**src/rtl/adc_capture_sdram_master.sv**
```systemverilog
// Multi-channel ADC capture into SDRAM over a req/ack port, then optional readback stream.
// Requests are registered and held until ack; one read outstanding; a held ADC set blocks new sets (overrun).
module adc_capture_sdram_master #(
   parameter int DATA_W = 16,
   parameter int NUM_CH = 4,
   parameter int DEPTH = 128,
   parameter int ADDR_W = 32,
   parameter logic [ADDR_W-1:0] BASE_ADDR = '0
) (
   input  logic                                        clk,
   input  logic                                        reset_n,
   input  logic                                        start,
   input  logic                                        stop,
   input  logic                                        mode,
   input  logic                                        adc_valid,
   input  logic [NUM_CH*DATA_W-1:0]                    adc_data,
   output logic                                        sdram_req,
   output logic                                        sdram_rw,
   output logic [ADDR_W-1:0]                           sdram_addr,
   output logic [DATA_W-1:0]                           sdram_wdata,
   output logic [1:0]                                  sdram_byte_sel,
   input  logic                                        sdram_ack,
   input  logic                                        sdram_rvalid,
   input  logic [DATA_W-1:0]                           sdram_rdata,
   output logic                                        rd_valid,
   output logic [DATA_W-1:0]                           rd_data,
   output logic [((NUM_CH > 1) ? $clog2(NUM_CH) : 1)-1:0] rd_ch,
   output logic                                        init,
   output logic                                        busy,
   output logic                                        done,
   output logic                                        overrun,
   output logic                                        wrapped
);
   localparam int CH_W  = (NUM_CH > 1) ? $clog2(NUM_CH) : 1;
   localparam int SET_W = $clog2(DEPTH);
   localparam int WORDS = DEPTH * NUM_CH;
   localparam int CNT_W = $clog2(WORDS);

   typedef enum logic [1:0] {S_IDLE, S_ARM, S_CAP, S_READ} state_t;
   state_t state, state_nxt;

   logic                     start_prev;
   logic                     cont_mode;
   logic                     hold_vld;
   logic [NUM_CH*DATA_W-1:0] hold_dat;
   logic [SET_W-1:0]         set_idx;
   logic [SET_W-1:0]         set_nxt;
   logic [CH_W-1:0]          ch_idx;
   logic [CH_W-1:0]          ch_nxt;
   logic [CNT_W-1:0]         rd_cnt;
   logic [CH_W-1:0]          rd_ch_idx;
   logic                     rd_pend;
   logic                     start_edge;
   logic                     wr_ack;
   logic                     last_ack;
   logic                     set_last;
   logic                     accept;
   logic                     rd_done;

   function automatic logic [ADDR_W-1:0] wr_addr(input logic [SET_W-1:0] s, input logic [CH_W-1:0] c);
      return BASE_ADDR + ADDR_W'(s) * ADDR_W'(NUM_CH) + ADDR_W'(c);
   endfunction

   assign sdram_byte_sel = 2'b11;
   assign start_edge = start_prev && !start;
   assign wr_ack     = (state == S_CAP) && sdram_req && sdram_ack;
   assign last_ack   = wr_ack && (ch_idx == CH_W'(NUM_CH - 1));
   assign set_last   = (set_idx == SET_W'(DEPTH - 1));
   assign set_nxt    = set_last ? '0 : set_idx + 1'b1;
   assign ch_nxt     = ch_idx + 1'b1;
   // The holding register frees on the last channel ack, so a set arriving that cycle still fits.
   assign accept     = (state == S_CAP) && adc_valid && (!hold_vld || last_ack) &&
                       (cont_mode ? !stop : !(last_ack && set_last));
   assign rd_done    = (state == S_READ) && rd_pend && sdram_rvalid && (rd_cnt == CNT_W'(WORDS - 1));

   always_ff @(posedge clk) begin
      if (!reset_n) state <= S_IDLE;
      else          state <= state_nxt;
   end

   always_comb begin
      state_nxt = state;
      case (state)
         S_IDLE: if (start_edge) state_nxt = S_ARM;
         S_ARM:  state_nxt = S_CAP;
         S_CAP: begin
            if (!cont_mode && last_ack && set_last)     state_nxt = S_READ;
            else if (cont_mode && stop && !hold_vld)    state_nxt = S_IDLE;
         end
         S_READ: if (rd_done) state_nxt = S_IDLE;
         default: state_nxt = S_IDLE;
      endcase
   end

   always_ff @(posedge clk) begin
      if (!reset_n) begin
         start_prev  <= 1'b1;
         cont_mode   <= 1'b0;
         hold_vld    <= 1'b0;
         hold_dat    <= '0;
         set_idx     <= '0;
         ch_idx      <= '0;
         rd_cnt      <= '0;
         rd_ch_idx   <= '0;
         rd_pend     <= 1'b0;
         sdram_req   <= 1'b0;
         sdram_rw    <= 1'b0;
         sdram_addr  <= '0;
         sdram_wdata <= '0;
         rd_valid    <= 1'b0;
         rd_data     <= '0;
         rd_ch       <= '0;
         init        <= 1'b0;
         busy        <= 1'b0;
         done        <= 1'b0;
         overrun     <= 1'b0;
         wrapped     <= 1'b0;
      end else begin
         start_prev <= start;
         init       <= 1'b0;
         done       <= 1'b0;
         rd_valid   <= 1'b0;
         busy       <= (state_nxt != S_IDLE);
         if (state != S_IDLE && state_nxt == S_IDLE) done <= 1'b1;
         case (state)
            S_IDLE: begin
               if (state_nxt == S_ARM) begin
                  init     <= 1'b1;
                  set_idx  <= '0;
                  ch_idx   <= '0;
                  overrun  <= 1'b0;
                  wrapped  <= 1'b0;
                  hold_vld <= 1'b0;
               end
            end
            S_ARM: cont_mode <= mode;
            S_CAP: begin
               if (wr_ack) begin
                  if (last_ack) begin
                     hold_vld  <= 1'b0;
                     sdram_req <= 1'b0;
                     ch_idx    <= '0;
                     set_idx   <= set_nxt;
                     if (set_last && cont_mode) wrapped <= 1'b1;
                  end else begin
                     ch_idx      <= ch_nxt;
                     sdram_addr  <= wr_addr(set_idx, ch_nxt);
                     sdram_wdata <= hold_dat[ch_nxt*DATA_W +: DATA_W];
                  end
               end
               if (accept) begin
                  hold_vld    <= 1'b1;
                  hold_dat    <= adc_data;
                  sdram_req   <= 1'b1;
                  sdram_rw    <= 1'b1;
                  ch_idx      <= '0;
                  sdram_addr  <= wr_addr(last_ack ? set_nxt : set_idx, '0);
                  sdram_wdata <= adc_data[DATA_W-1:0];
               end else if (adc_valid && hold_vld && !last_ack && !(cont_mode && stop)) begin
                  overrun <= 1'b1;
               end
               if (state_nxt == S_READ) begin
                  sdram_req   <= 1'b1;
                  sdram_rw    <= 1'b0;
                  sdram_addr  <= BASE_ADDR;
                  sdram_wdata <= '0;
                  rd_cnt      <= '0;
                  rd_ch_idx   <= '0;
                  rd_pend     <= 1'b1;
               end
            end
            S_READ: begin
               if (sdram_req && sdram_ack) sdram_req <= 1'b0;
               if (rd_pend && sdram_rvalid) begin
                  rd_valid  <= 1'b1;
                  rd_data   <= sdram_rdata;
                  rd_ch     <= rd_ch_idx;
                  rd_ch_idx <= (rd_ch_idx == CH_W'(NUM_CH - 1)) ? '0 : rd_ch_idx + 1'b1;
                  if (rd_done) begin
                     rd_pend <= 1'b0;
                  end else begin
                     rd_cnt     <= rd_cnt + 1'b1;
                     sdram_req  <= 1'b1;
                     sdram_addr <= BASE_ADDR + ADDR_W'(rd_cnt + 1'b1);
                  end
               end
            end
            default: ;
         endcase
      end
   end
endmodule

```
**config.mk**
```make
export PLATFORM = sky130hd
export DESIGN_NAME = adc_capture_sdram_master
export DESIGN_NICKNAME = d
export VERILOG_FILES = /design/src/rtl/adc_capture_sdram_master.sv
export SDC_FILE = /design/constraint.sdc
export NUM_CORES = 1
export LEC_CHECK = 0
export ABC_AREA = 1
export BUFFER_PORTS_ARGS = -buffer_cell sky130_fd_sc_hd__clkbuf_2
export CAP_MARGIN = 15
export CORE_MARGIN = 8
export CORE_UTILIZATION = 50
export DETAILED_ROUTE_END_ITERATION = 16
export GPL_ROUTABILITY_DRIVEN = 0
export PLACE_DENSITY = 0.78
export SKIP_LAST_GASP = 1
export SLEW_MARGIN = 20
export SYNTH_ARGS = -nofsm -noshare
export SYNTH_HDL_FRONTEND = slang
export SYNTH_SLANG_ARGS = --single-unit
export TNS_END_PERCENT = 20
```
**constraint.sdc**
```tcl
create_clock -name clk -period 5.2 [get_ports clk]
set_input_delay 1.04 -clock clk [delete_from_list [all_inputs] [get_ports clk]]
set_output_delay 1.04 -clock clk [all_outputs]
set_load 0.005 [all_outputs]
```
* Word-level counts from Yosys, hierarchy flattened
Cells that the tools add are included.
** Operators by class
- Eq/ne operators :: 25
- Bitwise operators :: 0
- Magnitude comparators :: 0
- Div/mod/pow operators :: 0
- Reductions and logical operators :: 54
- Add/sub/neg operators :: 6
- Muxes and demuxes :: 61
- $mul :: 0
- Shift-type cells :: 1
** Operators by type and width (count)
- 32-bit 2-to-1 mux :: 6
- 16-bit 2-to-1 mux :: 4
- 32-bit one-hot mux with 2 select lines :: 1
- 64-bit by 7-bit indexed part select with 16-bit output :: 1
- 7-bit 2-to-1 mux :: 4
- 9-bit 2-to-1 mux :: 3
- 1-bit logical AND :: 22
- 1-bit 2-to-1 mux :: 22
- 2-bit 2-to-1 mux :: 11
- 9-bit one-hot mux with 2 select lines :: 1
- 4-bit AND reduction :: 4
- 3-bit AND reduction :: 5
- 7-bit one-hot mux with 2 select lines :: 1
- 2-bit != test, second input constant :: 6
- 4-bit by 3-bit != test with 1-bit output, second input constant :: 3
- 9-bit by 1-bit adder with 10-bit output, second input constant :: 1
- 9-bit by 2-bit adder with 10-bit output :: 1
- 2-bit equality test, second input constant :: 5
- 1-bit one-hot mux with 2 select lines :: 5
- 2-bit AND reduction :: 5
- 5-bit AND reduction :: 2
- 2-bit nonzero test :: 5
- 9-bit by 1-bit adder with 9-bit output, second input constant :: 1
- 9-bit equality test, second input constant :: 1
- other kinds (13) :: 27
** Word-level totals
- Word-level logic and storage cells :: 169
- ROM bits :: 0
- Bits in writable memories :: 0
- Bits in registers :: 164
- Memories :: 0
- Output and inout port bits :: 76
- Input port bits :: 88
- Latch bits :: 0

* Depth between registers and ports, before layout
- Depth in word-level cells :: 11
- Mapped depth :: 18
- Gate-level depth less buffers :: 18

* Worst setup path before layout
Ideal clock, no wire load.
- Path type :: in2reg
- Start :: input sdram_ack
- End :: register sdram_addr[0]
- Required time :: 5.083 ns
- Arrival :: 2.219 ns
- Cell stages on the path :: 10
- Setup slack :: 2.864 ns
- Cells stage by stage :: nand2_1 > nor2_2 > nand3_1 > nor2_2 > nor2_8 > nand3_4 > nand2_1 > buf_4 > nor3_1 > nor2_1
** Between the ends
- Word-level cells in the longest chain between the ends :: 9
- Elaborated cells on any way between the ends :: 19
** RTL lines
- start: declaration :: line 22 : input logic sdram_ack,
- 1-bit logical AND * :: line 66 : assign wr_ack = (state == S_CAP) && sdram_req && sdram_ack;
- 1-bit logical AND :: line 67 : assign last_ack = wr_ack && (ch_idx == CH_W'(NUM_CH - 1));
- 1-bit logical AND (on tied branches) :: line 87, 73
- 1-bit logical AND / 1-bit logical NOT (equally long branches) :: line 87, 73
- 2-bit 2-to-1 mux / 1-bit 2-to-1 mux (equally long branches) :: line 87, 73
- 2-bit one-hot mux with 4 select lines / 1-bit logical AND (equally long branches) :: line 83, 72
- 2-bit equality test / 32-bit 2-to-1 mux (equally long branches) :: line 162, 151
- 4-bit by 3-bit != test with 1-bit output (no source line) / 32-bit 2-to-1 mux (equally long branches)
- 5-bit AND reduction (no source line) / 32-bit one-hot mux with 2 select lines (equally long branches)
- end signal: assignment :: line 147 : sdram_addr <= wr_addr(set_idx, ch_nxt);
- end signal: assignment :: line 157 : sdram_addr <= wr_addr(last_ack ? set_nxt : set_idx, '0);
- end signal: assignment :: line 184 : sdram_addr <= BASE_ADDR + ADDR_W'(rd_cnt + 1'b1);
- end: declaration :: line 19 : output logic [ADDR_W-1:0] sdram_addr,
Every way passes the cells marked *; elsewhere a longest branch is shown, timed or not.
A chain may end at the register's enable or synchronous reset.

* Final worst setup path
- Start :: register state[1]
- End :: register ch_idx[1]
** Between the ends
- Word-level cells in the longest chain between the ends :: 11
- Elaborated cells on any way between the ends :: 33
** RTL lines
- start: declaration :: line 40 : state_t state, state_nxt;
- start signal: assignment :: line 78 : else state <= state_nxt;
- 2-bit equality test
- 1-bit logical AND (2 in series) :: line 66
- 1-bit logical AND :: line 67
- 1-bit logical AND (2 in series) :: line 87 : if (!cont_mode && last_ack && set_last) state_nxt = S_READ;
- 2-bit 2-to-1 mux :: line 87
- 2-bit one-hot mux with 4 select lines :: line 83 : case (state)
- 2-bit by 1-bit equality test with 1-bit output :: line 127 : if (state_nxt == S_ARM) begin
- 2-bit != test (no source line)
- 3-bit AND reduction (no source line)
- end signal: assignment :: line 146 : ch_idx <= ch_nxt;
- end: declaration :: line 48 : logic [CH_W-1:0] ch_idx;
Several ways; a longest one is shown, not always the timed one. The select of a mux whose other input is x is not followed.

==> metrics.md <==
| Metric | Value |
|---|---|
| Status | `complete, no violations` |
| Fin nets | `1159` |
| CTS sink count | `142` |
| Synth warn | `0` |
| CP max FO | `111` |
| Yosys reg bits | `142` |
| CP endpoint kind | `flop` |
| Final antenna-violating net count | `0` |
| Setup TNS | `0 ns` |
| Crit Path Class | `reg2reg` |
| Initial antenna violation count | `0` |
| Hold WC Path Type | `reg2reg` |
| Starting Density | `50.7%` |
| Number of global-route vias before repair | `6033` |
| Crit share post-route | `59.4%` |
| Resized Gates After CTS | `0` |
| WL final | `18000 um` |
| Final core occ | `59.4%` |
| Core region area | `13100 sq um` |
| Unique masters post-synth | `38` |
| DRC | `0` |
| Via density | `5.09` |
| Setup bufs post-CTS | `0` |
| Total clock buffers created by CTS | `17` |
| Final setup viols | `0` |
| Drt wl/cell | `14.4 um` |
| Syn avg cell area | `6.93 sq um` |
| Slew Limit Headroom | `32.2%` |
| FFs w/ async S/R, synth | `0%` |
| Total GRT Usage | `21.0%` |
| Vias | `6394` |
| Max clock buf depth | `2` |
| Largest net degree at the start of global routing | `117` |
| Ant. Diodes | `0` |
| Final hold vios | `0` |
| Worst Clk Skew | `0.00884 ns` |
| Post-Layout Inst Area | `7800 sq um` |
| DP HPWL | `12400 um` |
| Filler instances | `1266` |
| Area of the multi-input gates | `3150 sq um` |
| Fmax | `324 MHz` |
| Max Cap Viol | `0` |
| Initial DRC Count | `537` |
| H-Tree Depth | `4` |
| Synth top area cells | `dfxtp_1 43%, o21ai_0 11%, nor2_1 11%` |
| Layout cells sized above 1 | `18.9%` |
| EDFF count, synth | `0` |
| Synth Cell Area | `6670 sq um` |
| Reg2reg setup slack | `2.11 ns` |
| Clock Latency Late Sink | `0.43 ns` |
| Hold-fix buffers, CTS | `0` |
| First-pass GRT wire length | `30200 um` |
| Register area | `2840 sq um` |
| Area leader, netlist | `dfxtp_1` |
| CTS tree | `done` |
| Minimum clock period | `3.09 ns` |
| Root Buffer | `clkbuf_16` |
| Post-synthesis sequential area ratio | `42.7%` |
| Area Overhead vs Synth | `17.1%` |
| Post-synth top area share | `42.7%` |
| RSZ-0062 raised after global routing | `no` |
| Die X | `131 um` |
| Lkg Pwr | `3.59 nW` |
| Worst-margin pin slew | `1.01 ns` |
| Final Max Tran Viols | `0` |
| Drt pass-1 iters | `6` |
| Gate Count Post-Synth | `962` |
| Die Ht | `131 um` |
| CP required | `5.56 ns` |
| Die area | `17300 sq um` |
| PwrDens | `368 nW/um^2` |
| GRT overflow | `0` |
| Peak supply drop | `0.238 mV` |
| CP Data Arrival Time | `3.45 ns` |
| PortBufs | `139` |
| Rows | `42` |
| # IOs | `164` |
| Dominant synthesized flop cell | `dfxtp_1` |
| Reg clk slew, reported paths | `0.06 ns` |
| Dpl cell area | `7230 sq um` |
| Worst setup SP type | `flop` |
-- state kept, by name, indices dropped and copies added, names as in the netlist, 7 cells and up --
register     cells
sdram_wdata     16
rd_data         16
sdram_addr      10
hold_dat        64
rd_cnt           9
set_idx          7
-- placed cells by master, fill, tap and decap left out, drive strengths merged, types with 3 or more instances in the layout --
cell type,count
a21oi,89
buf,4
clkbuf,160
clkinv,10
clkinvlp,3
conb,24
dfxtp,142
ha,5
inv,74
nand2,144
nand3,33
nor2,198
nor3,8
o211ai,3
o21ai,167
or2,4
-- area by class of cell --
| class | count | share of cell area, % |
|---|---|---|
| Sequential cell | 142 | 36.4 |
| Tap cell | 176 | 2.82 |
| Clock buffer | 22 | 6.20 |
| Multi-Input combinational cell | 685 | 40.4 |
| Timing Repair Buffer | 142 | 9.20 |
| Inverter | 78 | 3.80 |
| Clock inverter | 10 | 1.11 |
-- cell usage after synthesis, types with 3 or more instances --
library cell  count
nor2_1          193
o21ai_0         148
dfxtp_1         142
nand2_1         138
a21oi_1          88
inv_1            66
buf_4            32
clkbuf_1         32
nand3_1          30
o21ai_1          19
nor3_1            8
buf_2             7
inv_2             7
buf_6             5
ha_1              5
nand2_2           4
or2_2             4
buf_1             3
clkinv_1          3
o211ai_1          3
-- path summary, 6_finish.rpt --
kind         cells after the start           end          from
max reg2reg                     11     ch_idx[1]      state[1]
min                              2  hold_dat[60]  hold_dat[60]
max                             11     ch_idx[1]      state[1]
min reg2reg                      2  hold_dat[60]  hold_dat[60]
-- power by group --
group | internal, mW | switching, mW
logic | 0.181 | 0.333
clock network | 0.705 | 0.462
registers | 1.15 | 0.0359
total | 2.04 | 0.831
-- layer usage --
| metal | part of all wire (%) | global-route usage (%) | vias up |
|---|---|---|---|
| met5 | 0 | 0 | - |
| met2 | 43 | 30.7 | 228 |
| met1 | 45 | 27.5 | 2865 |
| li1 | - | - | 3271 |
| met3 | 9.4 | 7.77 | 30 |
| met4 | 2.2 | 7.98 | 0 |
-- per-stage QoR --
step	setup slack (ns)	instances	hold slack [ns]	power, mW
after floorplan	2.86	984	0.424	1.58
after global placement	1.80	1223	0.435	1.71
after detailed placement	1.79	1223	0.439	1.72
after CTS	2.16	1255	0.448	2.88
after global routing	1.82	1255	0.468	3.02
final	2.11	1255	0.448	2.87
-- critical path: stages, from the launching register on --
cell and delay (ns):
dfxtp_1 0.53, inv_2 0.11, nor2_4 0.22, nand3_4 0.21, clkinv_2 0.14, nand3_2 0.11, nand2_4 0.26, buf_4 0.77
nand3_1 0.21, nand2_1 0.19, o21ai_0 0.10, nor2_1 0.15
-- cell families (layout without fill, tap and decap cells) --
family | Yosys count | count (layout) | synth area share [%]
AOI/OAI and AO/OA | 263 | 263 | 20.1
xor gates and xnor gates | 2 | 2 | 0.263
adders and majority gates | 5 | 5 | 0.939
buffers and inverters | 157 | 252 | 11.4
DFF | 142 | 142 | 42.7
other | 2 | 24 | 0.113
and+or+nand+nor | 391 | 391 | 24.5
(Power assumes the default switching activity.)
